**src/rtl/conv_dist_ctrl.sv**
```systemverilog
// Job sequencer for the CONV distributer: gates the feature stream into m1, frames first/last, drains, signals done.
// Optional stall counter enabled by defining CONV_DIST_CTRL_PERF_EN.
module conv_dist_ctrl #(
    parameter int PW   = 8,
    parameter int LW   = 10,
    parameter int PIPE = 4
) (
    input  logic          clk,
    input  logic          rst,
    input  logic          cfg_start,
    input  logic [PW-1:0] cfg_passes,
    input  logic [LW-1:0] cfg_len,
    input  logic [LW-1:0] cfg_base,
    output logic          busy,
    output logic          done,
    output logic          err,
    input  logic          src_valid,
    output logic          src_ready,
    input  logic          dst_stall,
    output logic          m1_valid,
    output logic          m1_first,
    output logic          m1_last,
    output logic [LW-1:0] info_base,
    output logic [LW-1:0] info_size,
    output logic [31:0]   perf_stall
);

    localparam int DW = (PIPE > 1) ? $clog2(PIPE) : 1;

    typedef enum logic [1:0] {S_IDLE, S_STREAM, S_DRAIN, S_DONE} state_t;

    state_t        state;
    logic [PW-1:0] passes_r;
    logic [PW-1:0] pass_cnt;
    logic [LW-1:0] beat_cnt;
    logic [DW-1:0] drain_cnt;
    logic          fire;
    logic          beat_end;
    logic          pass_end;

    // The handshake is combinational so a beat can move every cycle; info_size doubles as the latched length.
    assign fire      = (state == S_STREAM) && src_valid && !dst_stall;
    assign beat_end  = (beat_cnt == info_size - 1'b1);
    assign pass_end  = (pass_cnt == passes_r - 1'b1);
    assign src_ready = fire;
    assign m1_valid  = fire;
    assign m1_first  = fire && (pass_cnt == '0) && (beat_cnt == '0);
    assign m1_last   = fire && pass_end && beat_end;

    // NOTE: all state and registered outputs use <= so every branch sees pre-edge values.
    always_ff @(posedge clk) begin
        if (rst) begin
            state     <= S_IDLE;
            busy      <= 1'b0;
            done      <= 1'b0;
            err       <= 1'b0;
            passes_r  <= '0;
            info_base <= '0;
            info_size <= '0;
            pass_cnt  <= '0;
            beat_cnt  <= '0;
            drain_cnt <= '0;
        end else begin
            done <= 1'b0;
            case (state)
                S_IDLE: begin
                    if (cfg_start) begin
                        passes_r  <= cfg_passes;
                        info_size <= cfg_len;
                        info_base <= cfg_base;
                        pass_cnt  <= '0;
                        beat_cnt  <= '0;
                        drain_cnt <= '0;
                        busy      <= 1'b1;
                        if (cfg_passes == '0 || cfg_len == '0) begin
                            // Degenerate job: report it and finish without issuing beats.
                            err   <= 1'b1;
                            done  <= 1'b1;
                            state <= S_DONE;
                        end else begin
                            err   <= 1'b0;
                            state <= S_STREAM;
                        end
                    end
                end
                S_STREAM: begin
                    if (fire) begin
                        if (beat_end) begin
                            beat_cnt <= '0;
                            if (pass_end) begin
                                drain_cnt <= '0;
                                state     <= S_DRAIN;
                            end else begin
                                pass_cnt <= pass_cnt + 1'b1;
                            end
                        end else begin
                            beat_cnt <= beat_cnt + 1'b1;
                        end
                    end
                end
                S_DRAIN: begin
                    if (drain_cnt == DW'(PIPE - 1)) begin
                        done  <= 1'b1;
                        state <= S_DONE;
                    end else begin
                        drain_cnt <= drain_cnt + 1'b1;
                    end
                end
                S_DONE: begin
                    busy  <= 1'b0;
                    state <= S_IDLE;
                end
                default: state <= S_IDLE;
            endcase
        end
    end

`ifdef CONV_DIST_CTRL_PERF_EN
    logic [31:0] perf_cnt;

    always_ff @(posedge clk) begin
        if (rst) begin
            perf_cnt <= '0;
        end else if (state == S_IDLE && cfg_start) begin
            perf_cnt <= '0;
        end else if (state == S_STREAM && !fire && perf_cnt != 32'hFFFF_FFFF) begin
            perf_cnt <= perf_cnt + 32'd1;
        end
    end

    assign perf_stall = perf_cnt;
`else
    assign perf_stall = 32'd0;
`endif

endmodule

```
**config.mk**
```make
export PLATFORM = sky130hd
export DESIGN_NAME = conv_dist_ctrl
export DESIGN_NICKNAME = d
export VERILOG_FILES = /design/src/rtl/conv_dist_ctrl.sv
export SDC_FILE = /design/constraint.sdc
export NUM_CORES = 1
export LEC_CHECK = 0
export ABC_AREA = 1
export CAP_MARGIN = 5
export CORE_MARGIN = 1
export CORE_UTILIZATION = 49
export CTS_CLUSTER_DIAMETER = 200
export DETAILED_ROUTE_END_ITERATION = 8
export GPL_TIMING_DRIVEN = 0
export PLACE_DENSITY_LB_ADDON = 0.15
export SLEW_MARGIN = 25
export SYNTH_ARGS = -nofsm -noshare
export SYNTH_HDL_FRONTEND = slang
export SYNTH_SLANG_ARGS = --single-unit
```
**constraint.sdc**
```tcl
create_clock -name clk -period 2.55 [get_ports clk]
set_input_delay 0.51 -clock clk [delete_from_list [all_inputs] [get_ports clk]]
set_output_delay 0.51 -clock clk [all_outputs]
set_load 0.01 [all_outputs]
```
# Yosys cells after proc, flatten, opt, wreduce, memory -nomap -nowiden
# Cells that the tools add are included.
# totals
regBits,53
inputBits,33
output_inout_bits,59
# classes
n_addsub,5
n_eq_ne,13
mux,28
reduce_logical,22
# ops
cell,n
2-to-1 mux 8 bit,4
2-to-1 mux 10 bit,3
2-to-1 mux 2 bit,11
zero test 10 bit,2
one-hot mux 10 bit (2 select lines),1
zero test 8 bit,2
one-hot mux 8 bit (2 select lines),1
!= test 2 bit (second input constant),7
adder 10 x 1 -> 10 bit (second input constant),1
== test 10 bit,1
AND reduction 5 bit,2
subtractor 10 x 1 -> 10 bit (second input constant),1
adder 8 x 1 -> 8 bit (second input constant),1
== test 8 bit,1
one-hot mux 2 bit (4 select lines),1
subtractor 8 x 1 -> 8 bit (second input constant),1
== test 2 bit (second input constant),3
logical AND 1 bit,6
one-hot mux 2 bit (3 select lines),1
AND reduction 6 bit,1
2-to-1 mux 1 bit,4
one-hot mux 1 bit (2 select lines),2
AND reduction 2 bit,2
nonzero test 2 bit,2
7 further kinds,7

# Longest topological paths before layout
# depth
depth_word,6
mapped_depth,16

# Worst setup path after synthesis
# OpenSTA, ideal clock, no wires.
# synth_timing
path_kind,flip-flop to output port
startpoint,register info_size[0]
endpoint,output m1_last
arrival_time_ns,1.566
t_required_ns,2.040
setup_slack_ns,0.474
path_stages_with_launch,12
cell_sequence,dfxtp_1 -> inv_1 -> ha_1 -> nand2_1 -> inv_1 -> nor2_1 -> nand3_1 -> nor2_1 -> nand2_1 -> nor2_1 -> nand4_1 -> nor2_1
# synth_via
elab_chain_cells,3
# synth_lines
element,line,rtl
start: declaration,24,"output logic [LW-1:0] info_size,"
start signal: assignment,69,info_size <= cfg_len;
subtractor 10 x 1 -> 10 bit,43,assign beat_end = (beat_cnt == info_size - 1'b1);
== test 10 bit,43,
logical AND 1 bit,48,assign m1_last = fire && pass_end && beat_end;
end: declaration,22,"output logic m1_last,"
# Every way passes these cells.

# Worst setup path in the final report
# Ends and elaborated chain as after synthesis.

==> out/results.ini <==
[synth]
synth_seq_cells=53
syn-cell-area_sq_um=3330
synthCells=501
postSynthAreaPerCell_sq_um=6.64
synth_edf_count=0
yosysSeqAreaShare_pct=31.9
ys.warnings.count=0
synthFlopType=dfxtp_1
synth_top_area_share_pct=31.9
synthArstFlopShare_pct=0
netlist_top_cells_area=dfxtp_1, nand2_1, nor2_1
yosysMostFrequentCell=nand2_1
synth.distinct_cells=32
yosysTopAreaCell=dfxtp_1
netlist_top_cells_count=nand2_1, nor2_1, dfxtp_1, inv_1, buf_4

[final_layout]
drive_gt1_share_pct=13.7
areaGrowthSynthToFinish_pct=29.1
utilization_pct=66.5
n_antenna_cell=0
final_nets=648
nFillCells=596
ff_latch_area_sq_um=1070
multi_input_area_sq_um=1930
instances_no_fill=681

[clock_network]
cts_root_buffer=clkbuf_8
cts_inserted_buffers=5
cts_max_path_buffers=2
htree_levels=2
clkSinkCount=53
clk_pin_slew_worst_paths_ps=100
clk_latency_ps=310
hold_buffers=0
cts_tree=done

[sta]
period_needed_ps=2500
post-route-period-util_pct=98.2
fin_skew_ps=8.98
setup_viol=0
rsz0062_at_grt=true
finalSetupTns_ps=0
max_freq_mhz=399
setup_ws_ps=45.5
slew_viol_final=0
hold_viol_final=0

[routing]
wl_um=8340
drt_first_pass_iters=7
num_vias=3395
drc=18
ant_nets=0
viasPerCell=4.99
wl_per_cell_um=12.2
dr.first_iter.drc_count=179

[die]
fp.dieW_um=84.4
fp.dieH_um=84.4
start_util_pct=51.5
boundaryPins=92
std_cell_rows=29
die_area_sq_um=7120
coreArea_sq_um=6460

[critical_path]
path_cells=inv_6, ha_4, nand2_1, nand2_1, nand2_1, nand2_1, nor2_1, nand2_1, nor2_2, nand4_1, nor2_1, buf_2
crit_family=simple AND/OR/NAND/NOR gates
cp-end-kind=output port
critPathLaunchType=flop
cp_slowest_cell=dfxtp_4
crit_fanout=4
required_ps=2040
cpMostUsedCell=nand2_1
path_buf_inv=2
crit_type=reg -> out
cp.arrival_ps=1990
slowest_delay_ps=390

[power_and_ir_drop]
p_leak_nw=1.96
vdd_drop_max_uv=453
powerDensity_nw_per_um2=800

[placed_design]
gp_congestion=0.887
place_inst=667
pre_cts_ws_ps=-190
port_buffers=58
hpwl_um=6480

[global_routing]
groute.usage.overall_pct=23.8
grt_pass1_wl_um=13900
grt_max_degree=17
first_global_vias=3148
overflow=0
antenna_found_initial=0

[worst_hold_path]
hp-class=reg -> reg

[flow_run]
maxCapViolCount=0

[status]
status=complete, but fails checks
failed_checks=design-rule violations

timing repair:
| action | CTS | global route |
|---|---|---|
| resized for setup | 12 | 11 |
| endpoints found under the setup margin | 4 | 3 |
| buffers inserted | 1 | 5 |
| pin swaps | 1 | 7 |
power by group:
group / leakage [nW] / internal (W) / total [W] / switching (W)
logic: 1.48 / 0.000731 / 0.00178 / 0.00105
registers: 0.437 / 0.000998 / 0.00117 / 0.000169
clock network: 0.0439 / 0.000191 / 0.000484 / 0.000294
total: 1.96 / 0.00192 / 0.00343 / 0.00151
routing by layer:
layer | track usage [%] | routed length [um]
met1 | 30.2 | 3660
met2 | 41.0 | 3900
met3 | 4.52 | 603
met4 | 7.24 | 170
met5 | 0 | 0
final timing paths:
path | start | to | slack [ps] | cells past startpoint
setup / recovery | info_size[0] | m1_last | 50 | 12
setup reg to reg | info_size[0] | pass_cnt[0] | 230 | 17
hold reg to reg | err | err | 490 | 2
hold / removal | err | err | 490 | 2
cell usage in the layout (no fill, tap or decap), drive strengths merged:
master / synthesis / layout
a21oi: 29 / 29
a311oi: 1 / 1
a31oi: 1 / 1
a32o: 1 / 1
and3: 1 / 1
buf: 37 / 44
clkbuf: 10 / 15
clkdlybuf4s50: 0 / 56
clkinv: 2 / 4
clkinvlp: 0 / 1
conb: 1 / 32
dfxtp: 53 / 53
dlygate4sd2: 0 / 1
ha: 12 / 12
inv: 45 / 45
nand2: 106 / 106
nand3: 27 / 27
nand4: 12 / 12
nor2: 94 / 94
nor3: 9 / 9
nor3b: 3 / 3
nor4: 4 / 4
o21ai: 33 / 33
or2: 2 / 2
xnor2: 7 / 7
xor2: 11 / 11
final cells by class:
| type | count | share of cell area [%] |
|---|---|---|
| Timing Repair Buffer | 64 | 14.4 |
| Clock buffer | 5 | 1.60 |
| Clock inverter | 3 | 0.408 |
| Tap cell | 77 | 2.24 |
| Buffer | 47 | 7.26 |
| Inverter | 47 | 4.22 |
| Sequential cell | 53 | 24.9 |
| Multi-Input combinational cell | 385 | 45.0 |
worst reg2reg max path: stages (launching register included):
cell     delay [ps]
dfxtp_4         390
inv_6            50
ha_4            150
nand2_1         110
nand2_1          70
nand2_1          70
nand2_1          50
nor2_1          100
nand2_1          70
nor2_2          130
nand4_1         160
buf_4           180
buf_4           120
nand2_2         110
nand3_2         200
nand2_1         120
nand2_1          60
nor2_1          130
metrics by stage:
step	power, W	hold WS, ps	area (sq um)
2_1_floorplan	0.00233	448	3440
3_3_place_gp	0.00281	456	4120
3_5_place_dp	0.00287	473	4120
4_1_cts	0.00336	492	4230
5_1_grt	0.00371	509	4290
6_report	0.00343	486	4290
cells by family after synthesis:
kind of cell    Yosys count  synth area share (%)
other cells               1                 0.113
compound gates           65                  10.5
xor+xnor                 18                  4.74
flops                    53                  31.9
fa+ha+maj                12                  4.51
simple gates            258                  33.5
buf+inv                  94                  14.7
state kept, by name, indices dropped and copies added, names as in the netlist:
name,flops
state,2
info_size,10
err,1
drain_cnt,2
busy,1
done,1
beat_cnt,10
passes_r,8
info_base,10
pass_cnt,8
Note: power is estimated with default switching activity, not from simulation.
